## src/rtl/reg_file_mp_if.sv

```systemverilog
// Register-file access bundle: NRP read ports, one write port, and the soft-clear handshake.
// master drives addresses/writes/clear requests; slave is the register file.
interface reg_file_mp_if #(
    parameter int WIDTH = 32,
    parameter int AW    = 5,
    parameter int NRP   = 2
);
    logic [NRP*AW-1:0]    rd_addr;
    logic [NRP*WIDTH-1:0] rd_data;
    logic                 wr_en;
    logic [AW-1:0]        wr_addr;
    logic [WIDTH-1:0]     wr_data;
    logic                 wr_ready;
    logic                 clr_req;
    logic                 busy;
    logic                 clr_done;

    modport master (
        output rd_addr, wr_en, wr_addr, wr_data, clr_req,
        input  rd_data, wr_ready, busy, clr_done
    );

    modport slave (
        input  rd_addr, wr_en, wr_addr, wr_data, clr_req,
        output rd_data, wr_ready, busy, clr_done
    );
endinterface

```

## src/rtl/reg_file_mp.sv

```systemverilog
// Multi-read-port register file: 0-cycle reads, 1-cycle writes, DEPTH-cycle soft clear (wr_ready=0 while busy).
// Optional write-to-read forwarding with REGFILE_BYPASS_EN defined; default build has none.
module reg_file_mp #(
    parameter int WIDTH    = 32,
    parameter int DEPTH    = 32,
    parameter int AW       = 5,
    parameter int NRP      = 2,
    parameter int ZERO_REG = 1
) (
    input  logic          clk_i,
    input  logic          reset_i,
    reg_file_mp_if.slave  rf_if
);
    typedef enum logic {IDLE, CLEAR} state_t;

    localparam logic [AW:0] DEPTH_W  = (AW+1)'(DEPTH);
    localparam logic [AW:0] LAST_PTR = (AW+1)'(DEPTH - 1);
    localparam logic [AW:0] PTR_ONE  = (AW+1)'(1);

    state_t           state_q, state_d;
    logic [AW:0]      clr_ptr_q, clr_ptr_d;
    logic             clr_done_q, clr_done_d;
    logic [WIDTH-1:0] mem_q [DEPTH];

    logic busy;
    logic wr_ok;

    // An address is usable when it is inside the array and is not the hardwired zero register.
    function automatic logic addr_ok(input logic [AW-1:0] a);
        return ({1'b0, a} < DEPTH_W) && !((ZERO_REG != 0) && (a == '0));
    endfunction

    assign busy           = (state_q == CLEAR);
    assign wr_ok          = rf_if.wr_en && !busy && addr_ok(rf_if.wr_addr);
    assign rf_if.busy     = busy;
    assign rf_if.wr_ready = !busy;
    assign rf_if.clr_done = clr_done_q;

    always_comb begin
        state_d    = state_q;
        clr_ptr_d  = clr_ptr_q;
        clr_done_d = 1'b0;
        case (state_q)
            IDLE: begin
                if (rf_if.clr_req) begin
                    state_d   = CLEAR;
                    clr_ptr_d = '0;
                end
            end
            CLEAR: begin
                clr_ptr_d = clr_ptr_q + PTR_ONE;
                if (clr_ptr_q == LAST_PTR) begin
                    state_d    = IDLE;
                    clr_done_d = 1'b1;
                end
            end
            default: state_d = IDLE;
        endcase
    end

    always_ff @(posedge clk_i or posedge reset_i) begin
        if (reset_i) begin
            state_q    <= IDLE;
            clr_ptr_q  <= '0;
            clr_done_q <= 1'b0;
        end else begin
            state_q    <= state_d;
            clr_ptr_q  <= clr_ptr_d;
            clr_done_q <= clr_done_d;
        end
    end

    // wr_ok excludes busy, so the sweep and a core write never target the array together.
    always_ff @(posedge clk_i or posedge reset_i) begin
        if (reset_i) begin
            for (int i = 0; i < DEPTH; i++) begin
                mem_q[i] <= '0;
            end
        end else if (busy) begin
            mem_q[clr_ptr_q[AW-1:0]] <= '0;
        end else if (wr_ok) begin
            mem_q[rf_if.wr_addr] <= rf_if.wr_data;
        end
    end

    for (genvar k = 0; k < NRP; k++) begin : g_rd
        logic [AW-1:0]    ra;
        logic [WIDTH-1:0] rd_word;

        assign ra = rf_if.rd_addr[k*AW +: AW];

        always_comb begin
            rd_word = '0;
            if (!busy && addr_ok(ra)) begin
                rd_word = mem_q[ra];
`ifdef REGFILE_BYPASS_EN
                if (wr_ok && (rf_if.wr_addr == ra)) begin
                    rd_word = rf_if.wr_data;
                end
`endif
            end
        end

        assign rf_if.rd_data[k*WIDTH +: WIDTH] = rd_word;
    end
endmodule

```

## src/flat_wrapper.sv

```systemverilog
// flat-port wrapper written by rule: the top's interface ports become plain ports
module reg_file_mp_flat 
#(
    parameter int WIDTH    = 32,
    parameter int DEPTH    = 32,
    parameter int AW       = 5,
    parameter int NRP      = 2,
    parameter int ZERO_REG = 1
)
  (clk_i, reset_i, rf_if_rd_addr, rf_if_wr_en, rf_if_wr_addr, rf_if_wr_data, rf_if_clr_req, rf_if_rd_data, rf_if_wr_ready, rf_if_busy, rf_if_clr_done);
  reg_file_mp_if #(.WIDTH(WIDTH), .AW(AW), .NRP(NRP)) rf_if_i ();
  input  logic clk_i;
  input  logic reset_i;
  input wire logic [$bits(rf_if_i.rd_addr)-1:0] rf_if_rd_addr;
  input wire logic [$bits(rf_if_i.wr_en)-1:0] rf_if_wr_en;
  input wire logic [$bits(rf_if_i.wr_addr)-1:0] rf_if_wr_addr;
  input wire logic [$bits(rf_if_i.wr_data)-1:0] rf_if_wr_data;
  input wire logic [$bits(rf_if_i.clr_req)-1:0] rf_if_clr_req;
  output wire logic [$bits(rf_if_i.rd_data)-1:0] rf_if_rd_data;
  output wire logic [$bits(rf_if_i.wr_ready)-1:0] rf_if_wr_ready;
  output wire logic [$bits(rf_if_i.busy)-1:0] rf_if_busy;
  output wire logic [$bits(rf_if_i.clr_done)-1:0] rf_if_clr_done;
  assign rf_if_i.rd_addr = rf_if_rd_addr;
  assign rf_if_i.wr_en = rf_if_wr_en;
  assign rf_if_i.wr_addr = rf_if_wr_addr;
  assign rf_if_i.wr_data = rf_if_wr_data;
  assign rf_if_i.clr_req = rf_if_clr_req;
  assign rf_if_rd_data = rf_if_i.rd_data;
  assign rf_if_wr_ready = rf_if_i.wr_ready;
  assign rf_if_busy = rf_if_i.busy;
  assign rf_if_clr_done = rf_if_i.clr_done;
  reg_file_mp #(.WIDTH(WIDTH), .DEPTH(DEPTH), .AW(AW), .NRP(NRP), .ZERO_REG(ZERO_REG)) u_core (.clk_i(clk_i), .reset_i(reset_i), .rf_if(rf_if_i));
endmodule
```

## config.mk

```make
export PLATFORM = sky130hd
export DESIGN_NAME = reg_file_mp_flat
export DESIGN_NICKNAME = d
export VERILOG_FILES = /design/src/rtl/reg_file_mp_if.sv /design/src/rtl/reg_file_mp.sv /design/src/flat_wrapper.sv
export SDC_FILE = /design/constraint.sdc
export NUM_CORES = 2
export LEC_CHECK = 0
export BUFFER_PORTS_ARGS = -buffer_cell sky130_fd_sc_hd__buf_4
export CAP_MARGIN = 25
export CORE_MARGIN = 3
export CORE_UTILIZATION = 44
export CTS_BUF_LIST = sky130_fd_sc_hd__clkbuf_8 sky130_fd_sc_hd__clkbuf_16
export CTS_CLUSTER_DIAMETER = 50
export DETAILED_ROUTE_END_ITERATION = 10
export SYNTH_ARGS = -nofsm -noshare
export SYNTH_HDL_FRONTEND = slang
export SYNTH_SLANG_ARGS = --single-unit
export TNS_END_PERCENT = 100
```

## constraint.sdc

```tcl
create_clock -name clk_i -period 40.2 [get_ports clk_i]
set_input_delay 6.03 -clock clk_i [delete_from_list [all_inputs] [get_ports clk_i]]
set_output_delay 6.03 -clock clk_i [all_outputs]
set_load 0.02 [all_outputs]
```

# [Word level (Yosys, flattened, before mapping)]
# Index checks and enable logic that the tools add are counted.
[classes] add_sub_neg=1 order_cmp=6 eq_ne=2 n_mux=22 n_bitwise=7 reduce_logical=14
[ops] op="1024-bit two-way mux" n=2
[ops] op="1024-bit bitwise AND" n=1
[ops] op="1024-bit bitwise mux" n=1
[ops] op="1024-bit inverter" n=1
[ops] op="32-bit binary-select mux with 5-bit select" n=2
[ops] op="32-bit demux with 5-bit select" n=2
[ops] op="32-bit two-way mux" n=8
[ops] op="6-bit greater-or-equal comparator (second input constant)" n=4
[ops] op="5-bit inverter with 6-bit output" n=4
[ops] op="5-bit logical NOT" n=3
[ops] op="6-bit by 1-bit < comparator with 1-bit output (second input constant)" n=2
[ops] op="6-bit case mux with 2 select lines" n=1
[ops] op="6-bit by 1-bit adder with 6-bit output (second input constant)" n=1
[ops] op="6-bit by 5-bit equality test with 1-bit output (second input constant)" n=1
[ops] op="1-bit logical AND" n=6
[ops] op="6-bit two-way mux" n=1
[ops] op="1-bit logical NOT" n=4
[ops] op="1-bit two-way mux" n=4
[ops] op="2-bit != test (second input constant)" n=1
[ops] op="1-bit case mux with 2 select lines" n=1
[ops] op="2-bit nonzero test" n=1
[ops] op="1-bit inverter" n=1
[word_totals] reg_bits=1032 inputBits=51 out_inout_bits=67

# [Logic depth before layout (Yosys ltp)]
[logic_depth] word_depth=8 ltp_mapped=9

# [Worst setup path before layout]
# Ideal clock, no wire load.
[synth_path] kind="input -> output" startpoint="input rf_if_rd_addr[0]" endpoint="output rf_if_rd_data[16]" arrival_time_ps=7647 setup_slack_ps=26523 cell_stages=6 cell_sequence="buf_2 -> buf_2 -> buf_2 -> mux4_2 -> a22oi_1 -> nand4_1"
[synth_via] elab_chain_len=5 elab_cells_between_ends=8 cone_classes="4 x mux; 1 x bitwise; 3 x reduce/logical"
[synth_rtl] item="from (decl)" line_no="flat_wrapper.sv:14" text="input wire logic [$bits(rf_if_i.rd_addr)-1:0] rf_if_rd_addr;"
[synth_rtl] item="5-bit inverter with 6-bit output (not written as such)" line_no="reg_file_mp.sv:95" text="rd_word = mem_q[ra];"
[synth_rtl] item="32-bit binary-select mux with 5-bit select" line_no="reg_file_mp.sv:95"
[synth_rtl] item="32-bit two-way mux (not written as such) (2 in series)" line_no="reg_file_mp.sv:95"
[synth_rtl] item="32-bit two-way mux *" line_no="reg_file_mp.sv:94" text="if (!busy && addr_ok(ra)) begin"
[synth_rtl] item="to (decl)" line_no="flat_wrapper.sv:19" text="output wire logic [$bits(rf_if_i.rd_data)-1:0] rf_if_rd_data;"
# Mark *: on every way between the ends. The rest lies on a longest branch, timed or not. The select of a mux whose other input is x is not followed.

# [Worst setup path after layout]
[layout_path] startpoint="input rf_if_rd_addr[1]" endpoint="output rf_if_rd_data[13]"
# Same word-level chain as after synthesis.

==> qor.yml <==
outcome: "finished, final reports clean"
ios: 118
ant_nets: 0
final_cell_mix: "dfrtp_1 (1,031), a22o_1 (995), mux2i_1 (523)"
r2r_start: "u_core.rf_if.busy"
hpwl_mm: 125
wl_per_cell_um: 38.9
drc: 0
netlist_area_um2: 53400
drt-initial-drc-count: 6643
place.gp.congestion: 0.881
vias: 43488
hold_violations: 0
die_h_um: 354
min_delay_worst_endpoint: "u_core.mem_q[999]"
overflow: 0
final_common_cell: "dfrtp_1"
setup_viol: 0
synth_nets: 4320
htreeDepth: 4
async_flop_share: 1.00
tightest_slew_ns: 1.16
ys_seq_area_frac: 0.484
fin_tns_setup_ns: 0
fin_area_um2: 60100
vdd_drop_max_uv: 35.6
finalNetCount: 4180
ys.flop_type: "dfrtp_1"
cts_resized: 0
hold_depth: 1
max-slew-margin-rel: 0.222
worstSetupEndpointType: "primary output"
rsz0062_at_grt: "false"
multi_input_area_um2: 25900
die-area_um2: 126000
yosysTopAreaCell: "dfrtp_1"
finalWirelength_mm: 227
powerDensity_nw_per_um2: 47.5
whs_ns: 0.510
layout-drive-gt1-share: 0.186
r2r_end: "u_core.mem_q[728]"
finClkSkew_ns: 0.0376
insertion_delay_ns: 0.76
grt_start_max_net_pins: 158
regArea_um2: 25800
layout_setup_ws_ns: 23.98
final_core_util: 0.500
port_buffers: 117
drv_slew: 0
drv_cap: 0
p_leak_nw: 27.3
r2r_cells: 8
avgSynthCellArea_um2: 12.5
synthCells: 4265
post_dp_cell_area_um2: 55700
cts_tree: "done"
num_rows: 127
ys_types: 45
postCtsHoldBufs: 0
initial_core_util: 0.444
netlist_top_cells_area: "dfrtp_1 (48%), a22o_1 (16%), mux4_2 (9.9%)"
cp.required_ns: 34.17
dieWidth_um: 354
clk_root_buffer_cell: "clkbuf_16"
yosys_warnings: 0
cp.arrival_ns: 10.19
synth.top_cell.area_share: 0.484
cts_inserted_buffers: 130
viasPerCell: 7.45
reg2reg_setup_slack_ns: 36.44
post-route-min-period_ns: 16.22
first_pass_iters: 6
nFillCells: 10470
synth_edf_count: 0
clk_pin_slew_worst_paths_ns: 0.06
stdcell_count: 5840
clk_path_buf_depth: 3
hp-start: "u_core.mem_q[999]"
dp_slack_ns: 24.13
grt_pass1_wl_mm: 322
hold_path_class: "reg -> reg"
dp.cells: 5601
post_cts_buffers: 0
period_share: 0.404
antenna_found_initial: 7
cp-start-kind: "input pin"
crit_fanout: 64
area_growth_pct: 12.6
grt_usage: 0.355
first_global_vias: 42175
p_total_mw: 2.85
max_freq_mhz: 61.6
core_region_area_um2: 120000
critical_path_class: "in -> out"
yosys_register_bits: 1032
clkSinkCount: 1032
## synthesized netlist by cell type (2+ instances only)
cell type,n
a211oi_1,33
a21oi_1,130
a21oi_2,4
a221oi_1,2
a22o_1,995
a22oi_1,253
a31oi_1,34
a31oi_2,3
and2_1,41
and3_1,7
buf_1,17
buf_2,187
buf_4,34
clkbuf_1,280
dfrtp_1,1032
ha_1,4
inv_1,4
mux2i_1,523
mux4_2,234
nand2_1,52
nand3_1,142
nand3_4,2
nand3b_1,4
nand4_1,62
nor2_1,28
nor2_2,12
nor2b_1,107
nor3_1,5
nor3_2,4
nor3_4,3
o21ai_0,2
o22ai_1,3
o31ai_1,3
or3_1,5
or3b_1,2
xor2_1,3
## how the worst max path moves through the flow
stage	startpoint	depth (start not counted)	endpoint	slack [ns]
after detailed placement	rf_if_rd_addr[1]	8	rf_if_rd_data[13]	24.13
after global routing	rf_if_rd_addr[1]	8	rf_if_rd_data[13]	23.97
after global placement	rf_if_rd_addr[1]	8	rf_if_rd_data[13]	24.15
after floorplan	reset_i	1	u_core.clr_ptr_q[0]	5.13
final	rf_if_rd_addr[1]	8	rf_if_rd_data[13]	23.98
after CTS	rf_if_rd_addr[1]	8	rf_if_rd_data[13]	24.13
## area by class of cell
cell class	count	share of cell area
Antenna cell	5	0.000208
Timing Repair Buffer	248	0.0340
Inverter	4	0.000375
Sequential cell	1032	0.430
Multi-Input combinational cell	2709	0.430
Clock buffer	152	0.0599
Tap cell	1612	0.0336
Clock inverter	78	0.0119
## layer usage
metal	routed length (µm)	part of all wire	GRT usage	vias to the layer above
met5	99	0.00044	0.00615	-
met4	14300	0.063	0.197	4
met3	29800	0.13	0.123	820
met2	95100	0.42	0.497	3590
met1	87700	0.39	0.481	22506
li1	-	-	-	16568
## sequential cells by signal (all words and copies together) (netlist names)
name,flops
u_core.mem_q,1024
u_core.clr_ptr_q,6
u_core.rf_if.busy,1
u_core.rf_if.clr_done,1
## worst max-delay path, cell delays in order
cell,delay (ns)
buf_8,0.52
buf_4,0.73
buf_4,0.73
nor2_1,0.17
nor3_4,0.80
a22oi_1,0.52
nand4_1,0.39
buf_4,0.20
## where the power goes
group / leakage (nW) / total, mW / internal (mW) / switching (mW)
Clock: 2.18 / 1.18 / 0.695 / 0.486
Sequential: 14.4 / 1.18 / 1.12 / 0.0695
Combinational: 10.7 / 0.488 / 0.163 / 0.325
## logic make-up after synthesis
logic type               synth area share
AO/OA/AOI/OAI                       0.222
flip-flops                          0.484
multiplexers                        0.197
buffers and inverters              0.0438
AND/OR/NAND/NOR                    0.0515
XOR/XNOR                         0.000657
adder cells (fa/ha/maj)          0.000938
Power figures use the tool's default switching activity.
